### config.mk
export PLATFORM = sky130hd
export DESIGN_NAME = if_fetch
export DESIGN_NICKNAME = d
export VERILOG_FILES = /design/src/rtl/if_fetch.sv
export SDC_FILE = /design/constraint.sdc
export NUM_CORES = 1
export LEC_CHECK = 0
export CAP_MARGIN = 20
export CORE_MARGIN = 2
export CORE_UTILIZATION = 40
export CTS_BUF_LIST = sky130_fd_sc_hd__clkbuf_2
export DETAILED_ROUTE_END_ITERATION = 16
export PLACE_DENSITY = 0.7
export SYNTH_ARGS = -nofsm -noshare
export SYNTH_HDL_FRONTEND = slang
export SYNTH_SLANG_ARGS = --single-unit
### constraint.sdc
create_clock -name clk -period 19.4 [get_ports clk]
set_clock_uncertainty 0.2 [all_clocks]
set_input_delay 5.82 -clock clk [delete_from_list [all_inputs] [get_ports clk]]
set_output_delay 5.82 -clock clk [all_outputs]
set_load 0.02 [all_outputs]
### src/rtl/if_fetch.sv
// Instruction-fetch stage: owns the PC, addresses the synchronous instruction ROM
// and drives the IF/ID register under hold, bubble and redirect control.
module if_fetch #(
    parameter logic [31:0] RESET_PC = 32'h0000_0000,
    parameter logic [31:0] NOP_INST = 32'h0000_0013
) (
    input  logic        clk,
    input  logic        rst,
    input  logic        hold_IF,
    input  logic        nop_IF,
    input  logic        jmp_vld_IF,
    input  logic [31:0] jmp_addr_IF,
    output logic [31:0] imem_addr,
    input  logic [31:0] imem_rdata,
    output logic [31:0] ID_pc,
    output logic [31:0] ID_inst,
    output logic        ID_inst_vld,
    output logic        misalign_err,
    output logic [31:0] stall_cnt,
    output logic [31:0] flush_cnt
);

    logic [31:0] pc;
    logic [31:0] pc_next;
    logic        fetch_vld;
    logic        stall_evt;
    logic        squash;

    // Jump beats hold, hold beats bubble; both hold and bubble re-read the current word.
    always_comb begin
        pc_next = pc + 32'd4;
        if (jmp_vld_IF) begin
            pc_next = {jmp_addr_IF[31:2], 2'b00};
        end else if (hold_IF || nop_IF) begin
            pc_next = pc;
        end
    end

    assign stall_evt = !jmp_vld_IF && (hold_IF || nop_IF);
    assign squash    = jmp_vld_IF || (!hold_IF && nop_IF);

    // While in reset the ROM is pointed at the reset vector so its word is ready on release.
    assign imem_addr = rst ? RESET_PC : pc_next;

    always_ff @(posedge clk or posedge rst) begin
        if (rst) begin
            pc        <= RESET_PC;
            fetch_vld <= 1'b0;
        end else begin
            pc        <= pc_next;
            fetch_vld <= 1'b1;
        end
    end

    always_ff @(posedge clk or posedge rst) begin
        if (rst) begin
            ID_pc       <= RESET_PC;
            ID_inst     <= NOP_INST;
            ID_inst_vld <= 1'b0;
        end else if (squash) begin
            ID_pc       <= pc;
            ID_inst     <= NOP_INST;
            ID_inst_vld <= 1'b0;
        end else if (!hold_IF) begin
            ID_pc       <= pc;
            ID_inst     <= imem_rdata;
            ID_inst_vld <= fetch_vld;
        end
    end

    // Debug counters saturate rather than wrap so long runs never read as small.
    always_ff @(posedge clk or posedge rst) begin
        if (rst) begin
            misalign_err <= 1'b0;
            stall_cnt    <= 32'd0;
            flush_cnt    <= 32'd0;
        end else begin
            if (jmp_vld_IF && (jmp_addr_IF[1:0] != 2'b00)) begin
                misalign_err <= 1'b1;
            end
            if (stall_evt && (stall_cnt != 32'hFFFF_FFFF)) begin
                stall_cnt <= stall_cnt + 32'd1;
            end
            if (jmp_vld_IF && (flush_cnt != 32'hFFFF_FFFF)) begin
                flush_cnt <= flush_cnt + 32'd1;
            end
        end
    end

endmodule

==> impl_summary.md <==
CTS
Clock-pin slew was measured on the worst setup and hold paths at 0.22 ns. The cell sitting at the root of the clock tree is a sky130_fd_sc_hd__clkbuf_2. After clock tree synthesis, the flow added hold-fix buffers numbering 0.

In this run the post-CTS setup repair buffer count came out at 0. The clock net sink count is about 160. The number of buffers between clock root and the deepest sink is 2. The number of resized instances in the post-cts repair step is 0. The number of clock buffers added by TritonCTS is 17. The number of levels in the clock H-tree is 4. The clock tree from TritonCTS is done. The clock insertion delay at the later pin of the skew report is around 0.74 ns.

Die
Pin placement for this block handled about 230 I/O pins. The initial utilization of the core area, before any placement, comes to 0.408. From bottom edge to top edge, the die measures approximately 140 um. In this run the core area contains 50 standard-cell rows. In this run the standard cell core region covers 18700 um^2.

The die is approximately 140 um wide. The die covers ~20000 um^2.

Run status
The run finished with clean final reports.

Route
The violation count after the first detailed-routing iteration is roughly 260. The post-route DRC violation count is 0. The total length of routed met3 wires is about 1.4 mm. Before antenna repair, the detailed router went through 5 iterations.

Across all layers, the routed design uses 6058 vias. The per-cell routed wire length is approximately 17 um. The uppermost metal layer occupied by signal nets is met4.

In the final routing, the length of wire on met1 measures slightly below 9 mm. The met2 wire length is slightly above 9 mm. The count of nets left with antenna violations once routing finished came out at 0. Dividing the detail-routed via count by the number of cells gives between 5 and 6.

The final wirelength is between 15 and 20 mm.

Global route
The first global-routing pass estimated 31.2 mm of wire. The initial antenna violation count is 1. The aggregate global routing overflow is 0. The number of global-route vias before repair was roughly 5800. In the global route stage, overall resource usage came out at 0.197. Entering global routing, the biggest net connects 94 pins.

Timing
The final critical-path setup slack is about 4.8 ns. The final hold violation count came to 0. In the finished design, the share of the clock period the worst path needs comes to 0.755. The slew at the pin closest to its max-slew limit is 1.06 ns. The fmax is just under 70 MHz. Setup repair after global routing left no endpoint under its margin.

The final critical delay including setup and external delays is 14.64 ns. The final-report setup violation count is 0. The number of max-slew violations in the final report is 0. The headroom to the max-slew limit is 0.288. The final total negative setup slack is 0 ns.

Cells and area
The final instance area is 10400 um^2. The layout cell share with drive strength beyond 1 is 0.115. The post-synthesis to final-layout area growth is 36.3%. The net count reported at finish is about 980.

Yosys
In the synthesized netlist the dominant register cell turns out to be sky130_fd_sc_hd__dfrtp_1. In the post-synthesis netlist, the biggest area contributors are sky130_fd_sc_hd__dfrtp_1, sky130_fd_sc_hd__mux2_2, sky130_fd_sc_hd__xnor2_1. The Yosys step of the flow raised 0 warnings.

The biggest area contributor in the post-synthesis netlist is sky130_fd_sc_hd__dfrtp_1. When the netlist entered floorplanning its net count stood at ~750. The unique cell type count in the Yosys netlist is 55. Counting every instance in the synthesized netlist gives between 600 and 700. The cell with the most instances after synthesis is sky130_fd_sc_hd__dfrtp_1. The number of register bits inferred by synthesis is roughly 160. By count the netlist is led by sky130_fd_sc_hd__dfrtp_1, sky130_fd_sc_hd__nor2_1, sky130_fd_sc_hd__nand4_1. The share of synthesized area in the top cell type comes to 0.524. Of the synthesized area, sequential elements account for 0.535.

The synthesized design contains 0 enable-type register cells. In the synthesized netlist the async set-or-reset flop fraction comes to 1.00. In this run the mean area of a mapped cell was approximately 11 um^2.

The post-synthesis instance area is 7640 um^2.

Setup path
The worst reg-to-reg setup slack is ~17 ns. Along the worst path, the maximum fanout reaches 5. On the worst path, the slowest cell contributes a delay of between 0.6 and 0.7 ns. The critical path is of the input pin to output port type. The required time at the worst-slack endpoint is ~13 ns.

For this design, the slowest cell found on the critical path is sky130_fd_sc_hd__clkdlybuf4s50_1. Grouping stages by cell kind, the critical path spends the most delay in simple AND/OR/NAND/NOR gates. The worst setup path is launched from an input pin. The endpoint class of the critical path is an output port. Together, buffers and inverters on the worst path number 2. Data on the critical path arrives at its endpoint at 8.62 ns. Walking the worst path, the cells encountered are clkdlybuf4s50_1 > nand4bb_1 > nor3_2 > nand3_2 > or3_1 > a311oi_1 > clkdlybuf4s50_1. The library cell appearing most often on the critical path is sky130_fd_sc_hd__clkdlybuf4s50_1.

Min path
The path category of the worst min-delay check is register to register.

Placement
Prior to clock tree synthesis, the placed netlist has a worst setup slack of approximately 4.8 ns. Detailed placement finished with a half-perimeter wire length of 13.9 mm. In this run the cell area measured after placement is 10200 um^2. At the end of routability-driven placement, the weighted congestion stood at between 0.7 and 0.8. The number of port buffers is 230.

Flow run
The number of max-cap violations is 0.

Power
Across the VDD grid, the largest voltage drop is 0.0590 mV. Power spread over the standard cell area amounts to about 75 nW/um^2. The reported leakage power is approximately 4.3 nW.
==> final timing paths <==
kind / endpoint / start / depth (start not counted)
min: ID_inst_vld / fetch_vld / 1
max in group asynchronous: ID_pc[26] / rst / 5
min reg2reg: ID_inst_vld / fetch_vld / 1
min in group asynchronous: pc[23] / rst / 3
max reg2reg: flush_cnt[1] / flush_cnt[22] / 4
max: imem_addr[31] / hold_IF / 7
==> cell type report <==
type	instances	area (um^2)
fillers	1674	8300
clock buffers	18	90.1
clock inverters	14	128
flip-flops and latches	163	4080
repair buffers	237	2360
diodes	1	2.50
multi-input cells	482	3420
well taps	234	293
inverters	6	27.5
==> where the power goes <==
part           switching [mW]  total (mW)  internal, mW
Sequential             0.0386       0.410         0.371
Combinational          0.0968       0.193        0.0961
Clock                   0.127       0.175        0.0487
Total                   0.262       0.778         0.516
==> flip-flops by register name (all words and copies together), names as in the netlist <==
register      cells
fetch_vld         1
misalign_err      1
flush_cnt        32
ID_pc            32
pc               32
stall_cnt        32
ID_inst_vld       1
ID_inst          32
==> stage by stage <==
step | util | instances | total power, mW | hold WS, ns
floorplan | - | 682 | 0.510 | 0.243
global placement | 0.543 | 1121 | 0.608 | 0.251
detailed placement | 0.543 | 1121 | 0.610 | 0.260
CTS | 0.555 | 1153 | 0.791 | 0.303
global route | 0.556 | 1155 | 0.823 | 0.323
finish | 0.556 | 1155 | 0.778 | 0.289
==> logic make-up (layout without fill, tap and decap cells) <==
logic type               count (synthesis)  count (layout)  synth area share
multiplexers                            38              38            0.0559
flip-flops                             163             163             0.535
adder cells (fa/ha/maj)                  3               3           0.00492
XOR/XNOR                                81              81            0.0929
buffers and inverters                   37             275            0.0193
other                                    1               2          0.000491
AND/OR/NAND/NOR                        276             276             0.210
AO/OA/AOI/OAI                           83              83            0.0818
==> cells in the final DEF (no fill, tap or decap), types with 4 or more instances in the layout <==
cell,netlist,final
sky130_fd_sc_hd__a211oi_1,8,8
sky130_fd_sc_hd__a21oi_1,15,15
sky130_fd_sc_hd__a22o_1,30,30
sky130_fd_sc_hd__and2_1,18,18
sky130_fd_sc_hd__and3_1,20,20
sky130_fd_sc_hd__and4_1,16,16
sky130_fd_sc_hd__buf_4,1,6
sky130_fd_sc_hd__clkbuf_2,0,18
sky130_fd_sc_hd__clkdlybuf4s50_1,0,229
sky130_fd_sc_hd__clkinv_2,0,4
sky130_fd_sc_hd__dfrtp_1,160,160
sky130_fd_sc_hd__inv_1,5,4
sky130_fd_sc_hd__inv_6,0,6
sky130_fd_sc_hd__mux2_2,37,37
sky130_fd_sc_hd__nand2_1,37,37
sky130_fd_sc_hd__nand3_1,30,30
sky130_fd_sc_hd__nand4_1,43,43
sky130_fd_sc_hd__nor2_1,47,45
sky130_fd_sc_hd__nor2b_1,7,7
sky130_fd_sc_hd__nor3_1,24,23
sky130_fd_sc_hd__nor3_2,4,5
sky130_fd_sc_hd__nor4_1,4,4
sky130_fd_sc_hd__o21ai_0,13,13
sky130_fd_sc_hd__xnor2_1,42,42
sky130_fd_sc_hd__xor2_1,39,39
==> layer usage <==
metal | vias up | GRT usage
met3 | 16 | 0.0495
li1 | 2929 | -
met4 | 0 | 0.0658
met5 | - | 0
met1 | 2928 | 0.255
met2 | 185 | 0.322
Power figures use the tool's default switching activity.
